==> src/rtl/multicycle_controller_pkg.sv <==
// Shared types for the multicycle RV32I controller: FSM state codes,
// opcode constants, datapath control bundle, select encodings and trap causes.
package controller_pkg;

   // FSM state codes, kept as plain constants for legacy tool flows
   typedef logic [2:0] state_t;
   localparam state_t FETCH     = 3'd0;
   localparam state_t DECODE    = 3'd1;
   localparam state_t EXECUTE   = 3'd2;
   localparam state_t MEMORY    = 3'd3;
   localparam state_t WRITEBACK = 3'd4;
   localparam state_t TRAP      = 3'd5;

   // RV32I major opcodes
   localparam logic [6:0] OPCODE_LOAD   = 7'b0000011;
   localparam logic [6:0] OPCODE_STORE  = 7'b0100011;
   localparam logic [6:0] OPCODE_OP     = 7'b0110011;
   localparam logic [6:0] OPCODE_OP_IMM = 7'b0010011;
   localparam logic [6:0] OPCODE_LUI    = 7'b0110111;
   localparam logic [6:0] OPCODE_AUIPC  = 7'b0010111;
   localparam logic [6:0] OPCODE_JAL    = 7'b1101111;
   localparam logic [6:0] OPCODE_JALR   = 7'b1100111;
   localparam logic [6:0] OPCODE_BRANCH = 7'b1100011;
   localparam logic [6:0] OPCODE_SYSTEM = 7'b1110011;

   // mcause codes raised by the controller
   localparam logic [3:0] CAUSE_ILLEGAL_INSTRUCTION = 4'd2;
   localparam logic [3:0] CAUSE_BREAKPOINT          = 4'd3;
   localparam logic [3:0] CAUSE_LOAD_MISALIGNED     = 4'd4;
   localparam logic [3:0] CAUSE_STORE_MISALIGNED    = 4'd6;
   localparam logic [3:0] CAUSE_ECALL_M             = 4'd11;

   // Instruction class as seen by the FSM
   typedef enum logic [3:0] {
      CLASS_ILLEGAL = 4'd0,
      CLASS_OP      = 4'd1,
      CLASS_OP_IMM  = 4'd2,
      CLASS_LUI     = 4'd3,
      CLASS_AUIPC   = 4'd4,
      CLASS_JAL     = 4'd5,
      CLASS_JALR    = 4'd6,
      CLASS_BRANCH  = 4'd7,
      CLASS_LOAD    = 4'd8,
      CLASS_STORE   = 4'd9,
      CLASS_CSR     = 4'd10,
      CLASS_MRET    = 4'd11,
      CLASS_ECALL   = 4'd12,
      CLASS_EBREAK  = 4'd13
   } op_class_t;

   // Every encoding reserves 0 as "unused" so an idle bundle is all zeros
   typedef enum logic [2:0] {
      IMM_NONE = 3'd0, IMM_I = 3'd1, IMM_S = 3'd2,
      IMM_B    = 3'd3, IMM_U = 3'd4, IMM_J = 3'd5
   } immediate_type_t;

   typedef enum logic [2:0] {
      ALU_NONE = 3'd0, ALU_ADD = 3'd1, ALU_SUB = 3'd2,
      ALU_AND  = 3'd3, ALU_OR  = 3'd4, ALU_XOR = 3'd5
   } alu_type_t;

   typedef enum logic [1:0] {
      SHIFT_NONE = 2'd0, SHIFT_SLL = 2'd1, SHIFT_SRL = 2'd2, SHIFT_SRA = 2'd3
   } shift_type_t;

   typedef enum logic [2:0] {
      CMP_NONE = 3'd0, CMP_EQ  = 3'd1, CMP_NE  = 3'd2, CMP_LT = 3'd3,
      CMP_GE   = 3'd4, CMP_LTU = 3'd5, CMP_GEU = 3'd6
   } compare_type_t;

   typedef enum logic [2:0] {
      LOAD_NONE = 3'd0, LOAD_LB = 3'd1, LOAD_LH = 3'd2,
      LOAD_LW   = 3'd3, LOAD_LBU = 3'd4, LOAD_LHU = 3'd5
   } load_type_t;

   typedef enum logic [1:0] {
      STORE_NONE = 2'd0, STORE_SB = 2'd1, STORE_SH = 2'd2, STORE_SW = 2'd3
   } store_type_t;

   // Datapath control bundle
   typedef struct packed {
      logic            instruction_write_enable;
      logic            use_execute_result_for_read_memory;
      logic            execute_result_write_enable;
      logic            load_memory_data_write_enable;
      logic            register_file_write_enable;
      logic            pc_write_enable;
      logic            write_execute_result_to_pc;
      logic            write_execute_result_to_pc_if_compare_met;
      logic            write_pc_inc_to_register_file;
      logic            write_immediate_to_register_file;
      logic            write_load_memory_to_register_file;
      logic            handle_trap;
      logic            exit_trap;
      logic            execute_alu;
      logic            execute_shift;
      logic            execute_compare;
      logic            execute_csr;
      logic            use_pc_for_alu;
      logic            use_immediate_for_alu;
      immediate_type_t immediate_type;
      alu_type_t       alu_type;
      shift_type_t     shift_type;
      compare_type_t   compare_type;
      load_type_t      load_memory_decoder_type;
      store_type_t     store_memory_encoder_type;
   } control_t;

   // Load data extraction type from funct3
   function automatic load_type_t load_type_f(input logic [2:0] funct3);
      case (funct3)
         3'b000:  return LOAD_LB;
         3'b001:  return LOAD_LH;
         3'b010:  return LOAD_LW;
         3'b100:  return LOAD_LBU;
         3'b101:  return LOAD_LHU;
         default: return LOAD_NONE;
      endcase
   endfunction

   // Store data placement type from funct3
   function automatic store_type_t store_type_f(input logic [2:0] funct3);
      case (funct3)
         3'b000:  return STORE_SB;
         3'b001:  return STORE_SH;
         3'b010:  return STORE_SW;
         default: return STORE_NONE;
      endcase
   endfunction

   // Branch condition from funct3
   function automatic compare_type_t branch_compare_f(input logic [2:0] funct3);
      case (funct3)
         3'b000:  return CMP_EQ;
         3'b001:  return CMP_NE;
         3'b100:  return CMP_LT;
         3'b101:  return CMP_GE;
         3'b110:  return CMP_LTU;
         3'b111:  return CMP_GEU;
         default: return CMP_NONE;
      endcase
   endfunction

endpackage

==> src/rtl/multicycle_controller_if.sv <==
// Memory handshake between the controller (master) and memory/datapath (slave).
interface multicycle_controller_if;
   logic memory_read_request;
   logic memory_write_request;
   logic memory_command;
   logic memory_ready;
   logic misaligned_exception;

   modport master (
      output memory_read_request,
      output memory_write_request,
      output memory_command,
      input  memory_ready,
      input  misaligned_exception
   );

   modport slave (
      input  memory_read_request,
      input  memory_write_request,
      input  memory_command,
      output memory_ready,
      output misaligned_exception
   );
endinterface

==> src/rtl/multicycle_controller_decoder.sv <==
// Combinational instruction decoder: classifies the latched instruction and
// produces the control bundle that applies during the EXECUTE cycle.
module instruction_decoder
   import controller_pkg::*;
(
   input  logic [31:0] instruction,
   output op_class_t   op_class,
   output control_t    execute_control,
   output logic        illegal
);

   logic [6:0]  opcode_s;
   logic [2:0]  funct3_s;
   logic        alt_s;
   logic [11:0] imm12_s;
   logic        unused_fields_s;

   assign opcode_s = instruction[6:0];
   assign funct3_s = instruction[14:12];
   assign alt_s    = instruction[30];
   assign imm12_s  = instruction[31:20];
   // register indices are the datapath's business, not the controller's
   assign unused_fields_s = ^{instruction[19:15], instruction[11:7]};

   // Classify the opcode; SYSTEM is split by funct3 and the 12-bit immediate
   always_comb begin
      op_class = CLASS_ILLEGAL;
      case (opcode_s)
         OPCODE_OP:     op_class = CLASS_OP;
         OPCODE_OP_IMM: op_class = CLASS_OP_IMM;
         OPCODE_LUI:    op_class = CLASS_LUI;
         OPCODE_AUIPC:  op_class = CLASS_AUIPC;
         OPCODE_JAL:    op_class = CLASS_JAL;
         OPCODE_JALR:   op_class = CLASS_JALR;
         OPCODE_BRANCH: op_class = CLASS_BRANCH;
         OPCODE_LOAD:   op_class = CLASS_LOAD;
         OPCODE_STORE:  op_class = CLASS_STORE;
         OPCODE_SYSTEM: begin
            if (funct3_s == 3'b000) begin
               case (imm12_s)
                  12'h000: op_class = CLASS_ECALL;
                  12'h001: op_class = CLASS_EBREAK;
                  12'h302: op_class = CLASS_MRET;
                  default: op_class = CLASS_ILLEGAL;
               endcase
            end else if (funct3_s == 3'b100) begin
               op_class = CLASS_ILLEGAL;
            end else begin
               op_class = CLASS_CSR;
            end
         end
         default:       op_class = CLASS_ILLEGAL;
      endcase
   end

   assign illegal = (op_class == CLASS_ILLEGAL);

   // Opcode-specific execute-phase selects; everything else stays zero
   always_comb begin
      execute_control = '0;
      case (op_class)
         CLASS_OP, CLASS_OP_IMM: begin
            execute_control.use_immediate_for_alu = (op_class == CLASS_OP_IMM);
            execute_control.immediate_type = (op_class == CLASS_OP_IMM) ? IMM_I : IMM_NONE;
            case (funct3_s)
               3'b000: begin
                  execute_control.execute_alu = 1'b1;
                  // only register-register form has SUB; ADDI's bit 30 is immediate
                  execute_control.alu_type = (op_class == CLASS_OP && alt_s) ? ALU_SUB : ALU_ADD;
               end
               3'b001: begin
                  execute_control.execute_shift = 1'b1;
                  execute_control.shift_type    = SHIFT_SLL;
               end
               3'b010: begin
                  execute_control.execute_compare = 1'b1;
                  execute_control.compare_type    = CMP_LT;
               end
               3'b011: begin
                  execute_control.execute_compare = 1'b1;
                  execute_control.compare_type    = CMP_LTU;
               end
               3'b100: begin
                  execute_control.execute_alu = 1'b1;
                  execute_control.alu_type    = ALU_XOR;
               end
               3'b101: begin
                  execute_control.execute_shift = 1'b1;
                  execute_control.shift_type    = alt_s ? SHIFT_SRA : SHIFT_SRL;
               end
               3'b110: begin
                  execute_control.execute_alu = 1'b1;
                  execute_control.alu_type    = ALU_OR;
               end
               default: begin
                  execute_control.execute_alu = 1'b1;
                  execute_control.alu_type    = ALU_AND;
               end
            endcase
         end
         CLASS_AUIPC: begin
            execute_control.execute_alu           = 1'b1;
            execute_control.alu_type              = ALU_ADD;
            execute_control.use_pc_for_alu        = 1'b1;
            execute_control.use_immediate_for_alu = 1'b1;
            execute_control.immediate_type        = IMM_U;
         end
         CLASS_JAL: begin
            execute_control.execute_alu           = 1'b1;
            execute_control.alu_type              = ALU_ADD;
            execute_control.use_pc_for_alu        = 1'b1;
            execute_control.use_immediate_for_alu = 1'b1;
            execute_control.immediate_type        = IMM_J;
         end
         CLASS_JALR: begin
            execute_control.execute_alu           = 1'b1;
            execute_control.alu_type              = ALU_ADD;
            execute_control.use_immediate_for_alu = 1'b1;
            execute_control.immediate_type        = IMM_I;
         end
         CLASS_BRANCH: begin
            execute_control.execute_alu           = 1'b1;
            execute_control.alu_type              = ALU_ADD;
            execute_control.use_pc_for_alu        = 1'b1;
            execute_control.use_immediate_for_alu = 1'b1;
            execute_control.immediate_type        = IMM_B;
            execute_control.execute_compare       = 1'b1;
            execute_control.compare_type          = branch_compare_f(funct3_s);
         end
         CLASS_LOAD, CLASS_STORE: begin
            execute_control.execute_alu           = 1'b1;
            execute_control.alu_type              = ALU_ADD;
            execute_control.use_immediate_for_alu = 1'b1;
            execute_control.immediate_type        = (op_class == CLASS_STORE) ? IMM_S : IMM_I;
         end
         CLASS_CSR:  execute_control.execute_csr = 1'b1;
         CLASS_MRET: execute_control.exit_trap   = 1'b1;
         default:    execute_control = '0;
      endcase
   end

endmodule

==> src/rtl/multicycle_controller.sv <==
// Multicycle RV32I controller: FETCH/DECODE/EXECUTE/MEMORY/WRITEBACK/TRAP FSM
// driving the datapath control bundle and the memory request handshake.
module multicycle_controller
   import controller_pkg::*;
(
   input  logic                    clk,
   input  logic                    reset,
   input  logic [31:0]             instruction,
   multicycle_controller_if.master mem_bus,
   output control_t                control,
   output logic [3:0]              trap_cause,
   output state_t                  state
);

   state_t     state_q, state_d;
   logic [3:0] trap_cause_q, trap_cause_d;
   logic       mem_first_q, mem_first_d;

   op_class_t  op_class_s;
   control_t   exec_ctrl_s;
   logic       illegal_s;
   control_t   ctrl_s;
   logic       read_req_s;
   logic       write_req_s;
   logic       command_s;
   logic       is_load_s;
   logic       is_store_s;
   logic [2:0] funct3_s;
   logic       unused_instr_s;

   instruction_decoder u_decoder (
      .instruction     (instruction),
      .op_class        (op_class_s),
      .execute_control (exec_ctrl_s),
      .illegal         (illegal_s)
   );

   assign is_load_s      = (op_class_s == CLASS_LOAD);
   assign is_store_s     = (op_class_s == CLASS_STORE);
   assign funct3_s       = instruction[14:12];
   assign unused_instr_s = ^{instruction[31:15], instruction[11:0]};

   // Next-state, trap cause capture and per-state control generation
   always_comb begin
      state_d      = state_q;
      trap_cause_d = trap_cause_q;
      mem_first_d  = 1'b0;
      ctrl_s       = '0;
      read_req_s   = 1'b0;
      write_req_s  = 1'b0;
      command_s    = 1'b0;
      case (state_q)
         FETCH: begin
            read_req_s = 1'b1;
            if (mem_bus.memory_ready) begin
               ctrl_s.instruction_write_enable = 1'b1;
               state_d = DECODE;
            end else begin
               state_d = FETCH;
            end
         end
         DECODE: begin
            // register file reads settle here; no enables
            if (illegal_s) begin
               state_d      = TRAP;
               trap_cause_d = CAUSE_ILLEGAL_INSTRUCTION;
            end else if (op_class_s == CLASS_ECALL) begin
               state_d      = TRAP;
               trap_cause_d = CAUSE_ECALL_M;
            end else if (op_class_s == CLASS_EBREAK) begin
               state_d      = TRAP;
               trap_cause_d = CAUSE_BREAKPOINT;
            end else begin
               state_d = EXECUTE;
            end
         end
         EXECUTE: begin
            ctrl_s = exec_ctrl_s;
            ctrl_s.execute_result_write_enable = 1'b1;
            if (is_load_s || is_store_s) begin
               state_d     = MEMORY;
               mem_first_d = 1'b1;
            end else begin
               state_d = WRITEBACK;
            end
         end
         MEMORY: begin
            command_s = is_store_s;
            ctrl_s.use_execute_result_for_read_memory = 1'b1;
            ctrl_s.load_memory_decoder_type  = is_load_s  ? load_type_f(funct3_s)  : LOAD_NONE;
            ctrl_s.store_memory_encoder_type = is_store_s ? store_type_f(funct3_s) : STORE_NONE;
            // misalignment is only judged on the address of the first cycle
            if (mem_first_q && mem_bus.misaligned_exception) begin
               state_d      = TRAP;
               trap_cause_d = is_store_s ? CAUSE_STORE_MISALIGNED : CAUSE_LOAD_MISALIGNED;
            end else begin
               read_req_s  = is_load_s;
               write_req_s = is_store_s;
               if (mem_bus.memory_ready) begin
                  ctrl_s.load_memory_data_write_enable = is_load_s;
                  state_d = WRITEBACK;
               end else begin
                  state_d = MEMORY;
               end
            end
         end
         WRITEBACK: begin
            ctrl_s.pc_write_enable = 1'b1;
            case (op_class_s)
               CLASS_OP, CLASS_OP_IMM, CLASS_AUIPC, CLASS_CSR: begin
                  ctrl_s.register_file_write_enable = 1'b1;
               end
               CLASS_LUI: begin
                  ctrl_s.register_file_write_enable       = 1'b1;
                  ctrl_s.write_immediate_to_register_file = 1'b1;
               end
               CLASS_JAL, CLASS_JALR: begin
                  ctrl_s.register_file_write_enable    = 1'b1;
                  ctrl_s.write_pc_inc_to_register_file = 1'b1;
                  ctrl_s.write_execute_result_to_pc    = 1'b1;
               end
               CLASS_LOAD: begin
                  ctrl_s.register_file_write_enable         = 1'b1;
                  ctrl_s.write_load_memory_to_register_file = 1'b1;
               end
               CLASS_BRANCH: ctrl_s.write_execute_result_to_pc_if_compare_met = 1'b1;
               CLASS_MRET:   ctrl_s.write_execute_result_to_pc = 1'b1;
               default:      ctrl_s.register_file_write_enable = 1'b0;
            endcase
            state_d = FETCH;
         end
         TRAP: begin
            ctrl_s.handle_trap     = 1'b1;
            ctrl_s.pc_write_enable = 1'b1;
            state_d = FETCH;
         end
         default: state_d = FETCH;
      endcase
   end

   // State, trap cause and first-memory-cycle flag registers
   always_ff @(posedge clk or negedge reset) begin
      if (!reset) begin
         state_q      <= FETCH;
         trap_cause_q <= 4'd0;
         mem_first_q  <= 1'b0;
      end else begin
         state_q      <= state_d;
         trap_cause_q <= trap_cause_d;
         mem_first_q  <= mem_first_d;
      end
   end

   // Outputs are forced low the instant reset asserts, even mid-request
   always_comb begin
      if (reset) begin
         control                      = ctrl_s;
         mem_bus.memory_read_request  = read_req_s;
         mem_bus.memory_write_request = write_req_s;
         mem_bus.memory_command       = command_s;
         trap_cause                   = (state_q == TRAP) ? trap_cause_q : 4'd0;
      end else begin
         control                      = '0;
         mem_bus.memory_read_request  = 1'b0;
         mem_bus.memory_write_request = 1'b0;
         mem_bus.memory_command       = 1'b0;
         trap_cause                   = 4'd0;
      end
   end

   assign state = state_q;

endmodule

==> src/flat_wrapper.sv <==
// flat-port wrapper written by rule: the top's interface ports become plain ports
module multicycle_controller_flat import controller_pkg::*;
  (clk, reset, instruction, control, trap_cause, state, mem_bus_memory_read_request, mem_bus_memory_write_request, mem_bus_memory_command, mem_bus_memory_ready, mem_bus_misaligned_exception);
  multicycle_controller_if mem_bus_i ();
  input  logic clk;
  input  logic reset;
  input  logic [31:0] instruction;
  output control_t control;
  output logic [3:0] trap_cause;
  output state_t state;
  output wire logic [$bits(mem_bus_i.memory_read_request)-1:0] mem_bus_memory_read_request;
  output wire logic [$bits(mem_bus_i.memory_write_request)-1:0] mem_bus_memory_write_request;
  output wire logic [$bits(mem_bus_i.memory_command)-1:0] mem_bus_memory_command;
  input wire logic [$bits(mem_bus_i.memory_ready)-1:0] mem_bus_memory_ready;
  input wire logic [$bits(mem_bus_i.misaligned_exception)-1:0] mem_bus_misaligned_exception;
  assign mem_bus_memory_read_request = mem_bus_i.memory_read_request;
  assign mem_bus_memory_write_request = mem_bus_i.memory_write_request;
  assign mem_bus_memory_command = mem_bus_i.memory_command;
  assign mem_bus_i.memory_ready = mem_bus_memory_ready;
  assign mem_bus_i.misaligned_exception = mem_bus_misaligned_exception;
  multicycle_controller u_core (.clk(clk), .reset(reset), .instruction(instruction), .mem_bus(mem_bus_i), .control(control), .trap_cause(trap_cause), .state(state));
endmodule
==> config.mk <==
export PLATFORM = sky130hd
export DESIGN_NAME = multicycle_controller_flat
export DESIGN_NICKNAME = d
export VERILOG_FILES = /design/src/rtl/multicycle_controller_pkg.sv /design/src/rtl/multicycle_controller_if.sv /design/src/rtl/multicycle_controller_decoder.sv /design/src/rtl/multicycle_controller.sv /design/src/flat_wrapper.sv
export SDC_FILE = /design/constraint.sdc
export NUM_CORES = 1
export LEC_CHECK = 0
export CORE_ASPECT_RATIO = 0.9
export CORE_UTILIZATION = 33
export DETAILED_ROUTE_END_ITERATION = 8
export GPL_TIMING_DRIVEN = 0
export PLACE_DENSITY = 0.74
export SYNTH_ARGS = -nofsm -noshare
export SYNTH_HDL_FRONTEND = slang
export SYNTH_SLANG_ARGS = --single-unit
==> constraint.sdc <==
create_clock -name clk -period 2.2 [get_ports clk]
set_clock_uncertainty 0.1 [all_clocks]
set_input_delay 0.33 -clock clk [delete_from_list [all_inputs] [get_ports clk]]
set_output_delay 0.33 -clock clk [all_outputs]
set_load 0.05 [all_outputs]
==> parameters.txt <==
Parameter                              Value

Run status
  Run status ... finished, violations left
  Failing checks ... negative setup slack

Clocking
  Latest clock arrival within the worst-skew pair ... 0.23 ns
  TritonCTS buffer count ... 3
  Clk sinks ... 8
  Maximum buffer depth of the clock tree ... 2
  Clock edge transition at the registers on the reported setup and hold paths ... 0.04 ns
  H-tree depth reported by CTS ... 1
  Clock tree from TritonCTS ... yes
  CTS root buffer ... sky130_fd_sc_hd__clkbuf_8

Synthesis
  Largest family of logic cells by synthesized area ... simple AND/OR/NAND/NOR gates
  Share of flip-flops with an asynchronous set or reset after synthesis ... 100%
  EDFF count, synth ... 0
  Sequential area share after synthesis ... 15.7%
  Count of yosys warnings during synthesis ... 0
  Leading register cell type out of synthesis ... sky130_fd_sc_hd__dfrtp_1
  Synth Area per Inst ... 6.55 µm²
  Flop and latch count out of synthesis ... 8
  Cell count after synthesis ... 195
  Proportion of synthesized area in mux cells ... 1.67%
  Synthesized Nets ... 231
  Synthesized-area fraction occupied by ao, oa, aoi and oai cells ... 24.0%
  Parity-gate share of the synthesized area counting xor and xnor cells ... 2.06%
  Count of different cell masters after synthesis ... 50
  Basic-gate share of the synthesized area counting and, or, nand and nor cells ... 51.1%
  Area of the mapped netlist ... 1280 µm²
  Adder-cell area share of the yosys netlist ... 0%

Floorplan
  Die H ... 61.0 µm
  Initial core utilization ... 34.5%
  Area of the die ... 4120 µm²
  Row cnt ... 21
  CORE AREA ... 3700 µm²
  Die span in x ... 67.6 µm
  Top-level I/O count ... 81

Placement
  Gpl congestion ... 0.853
  HPWL after detailed placement ... 3670 µm
  Count of port buffers added during placement ... 70
  Worst-case setup slack after placement ... -1.71 ns
  Cell area reported after detailed placement ... 2430 µm²

Hold path
  Hold path start ... u_core.trap_cause_q[2]$_DFFE_PN0P_
  Worst min-delay path endpoint ... u_core.trap_cause_q[2]$_DFFE_PN0P_
  Number of cells traversed by the worst hold path ... 1
  Hold crit path type ... flip-flop to flip-flop

Setup path
  Critical Path Start Type ... input pin
  Worst Path Max Fanout ... 10
  List of cells traversed by the critical path ... buf_8 -> buf_4 -> buf_4 -> nand2_1 -> o22ai_2 -> and3_4 -> nor2_4 -> buf_4 -> o21ai_0 -> a21oi_4 -> buf_6
  Combined buffer and inverter count along the critical path ... 5
  Crit Reg-Reg Endpoint ... u_core.trap_cause_q[2]$_DFFE_PN0P_
  Cell with the most instances on the worst path ... sky130_fd_sc_hd__buf_4
  Type of destination of the critical path ... output pin
  Worst Reg2Reg Path Length in Cells ... 4
  RR Startpoint ... u_core.state[2]$_DFF_PN0_
  Crit path max-delay cell type ... sky130_fd_sc_hd__and3_4
  Worst R2R Setup Slack ... 0.48 ns
  Kind of critical path ... input pin to output pin
  Required time at the worst-slack endpoint ... 1.77 ns
  Arrival @ worst endpoint ... 2.06 ns
  Slowest stage delay, CP ... 0.23 ns
  Largest delay share family, worst path ... buffers and inverters

Routing
  Average wire per standard cell ... 17.3 µm
  Routed Antenna Nets ... 0
  DRC ... 0
  Detailed-routed wire length on met3 ... 350 µm
  1st-pass router iterations ... 4
  Routed met2 length ... 3280 µm
  Top layer reached by signal wires ... met4
  Via density per instance ... 5.73
  Routed metal-1 wire length ... 2400 µm
  Wirelength, routed ... 6260 µm
  Initial DRC Count ... 125
  Vias ... 2073

Finish
  Post-layout net count ... 353
  Share of post-route cells with drive strength above 1 ... 64.2%
  Area of all placed cells without fillers ... 3090 µm²
  Commonest non-fill, non-tap cell in the layout ... sky130_fd_sc_hd__buf_4
  Highest-count cells in the layout ignoring fill and taps ... sky130_fd_sc_hd__buf_4, sky130_fd_sc_hd__buf_6, sky130_fd_sc_hd__nor2_1, sky130_fd_sc_hd__buf_2
  Util after Layout ... 83.4%
  # diodes ... 0
  Layout overhead on the synthesized area ... 142%

Global route
  Maximum number of pins on one net before global-route repair ... 11
  Initial antenna violation count ... 0
  Global-route wire length before repair ... 8560 µm
  Leftover overflow at the end of global routing ... 0
  Total track usage ... 27.3%
  Number of global-route vias before repair ... 1933

Timing
  Setup repair after global routing missed its margin ... true
  Fraction of the cycle the final worst path needs ... 113%
  Final-report setup violation count ... 16
  Maximum achievable frequency ... 402 MHz
  Worst rel slew slack ... 64.6%
  Number of pins exceeding their max-slew limit in the final report ... 0
  Slew of the pin with the lowest slew margin ... 0.525 ns
  Setup ws final ... -0.289 ns
  Post-layout min period ... 2.49 ns
  Count of final hold-check violations ... 0

Power and ir drop
  Pwr Total ... 1.09 mW
  Power density cells ... 353 nW/µm²
  Worst voltage drop across the vdd grid ... 0.245 mV
  Static power due to leakage ... 1.30 nW

Job
  Total of max-cap violations ... 0
cells in the mapped netlist (3+ instances only):
cell	count	area, µm²
sky130_fd_sc_hd__nor4_1	5	31.3
sky130_fd_sc_hd__a31oi_1	3	18.8
sky130_fd_sc_hd__nor3_1	17	85.1
sky130_fd_sc_hd__clkbuf_1	10	37.5
sky130_fd_sc_hd__nor2_1	25	93.8
sky130_fd_sc_hd__nand2_1	16	60.1
sky130_fd_sc_hd__xnor2_1	3	26.3
sky130_fd_sc_hd__nand3_1	11	55.1
sky130_fd_sc_hd__a21oi_1	13	65.1
sky130_fd_sc_hd__dfrtp_1	8	200
sky130_fd_sc_hd__nand2b_1	5	31.3
sky130_fd_sc_hd__or3_1	7	43.8
sky130_fd_sc_hd__o31ai_1	3	22.5
sky130_fd_sc_hd__inv_1	5	18.8
sky130_fd_sc_hd__and3_1	6	37.5
sky130_fd_sc_hd__o21ai_0	10	50.1
sky130_fd_sc_hd__nor2b_1	7	43.8
registers in the layout (all words and copies together) (netlist names):
register             flops
u_core.mem_first_q       1
u_core.state             3
u_core.trap_cause_q      4
how the worst max path moves through the flow:
stage | startpoint | endpoint | slack [ns] | cells after the start
6_report | instruction[3] | control[30] | -0.29 | 11
3_5_place_dp | instruction[5] | control[6] | -1.71 | 9
4_1_cts | instruction[3] | control[30] | -0.28 | 8
5_1_grt | instruction[6] | control[30] | -0.34 | 10
2_1_floorplan | u_core.state[1]$_DFF_PN0_ | control[6] | -0.23 | 8
3_3_place_gp | instruction[5] | control[6] | -1.67 | 9
stage by stage:
stage               hold WS (ns)  setup TNS (ns)  std cells
floorplan                -0.0656           -3.35        195
global placement           0.380          -48.84        311
detailed placement         0.387          -50.09        311
CTS                        0.395           -2.13        348
global route               0.435           -3.17        362
finish                     0.392           -2.16        362
cells by family (layout without fill, tap and decap cells):
kind of cell | Yosys count | count (layout)
and+or+nand+nor | 117 | 117
muxes | 2 | 2
AOI/OAI and AO/OA | 47 | 47
xor gates and xnor gates | 3 | 3
DFF | 8 | 8
buffers and inverters | 18 | 139
what timing repair did:
item | 4_1_cts | 5_1_grt
gates resized for setup | 353 | 52
setup endpoints to repair | 49 | 33
gates cloned | 1 | 0
setup buffers | 32 | 16
hold buffers | 1 | 0
hold endpoints to repair | 8 | 0
pin swaps | 33 | 27
metal layers:
metal	vias to the layer above	global-route usage (%)
met5	-	0
met4	0	9.42
met3	24	3.52
met2	99	50.8
met1	981	32.2
li1	969	-
layout make-up:
cell class / instances / area (µm²)
buffer: 11 / 82.6
clock buffer: 4 / 45.0
fill: 216 / 617
inverter: 5 / 22.5
multi-input combinational: 169 / 1600
sequential: 8 / 204
tap: 46 / 57.6
timing repair buffer: 119 / 1070
power by group:
group	switching [mW]	total, mW	internal [mW]
registers	0.0263	0.197	0.170
clock network	0.0606	0.186	0.126
logic	0.445	0.706	0.260
Power figures use the tool's default switching activity.
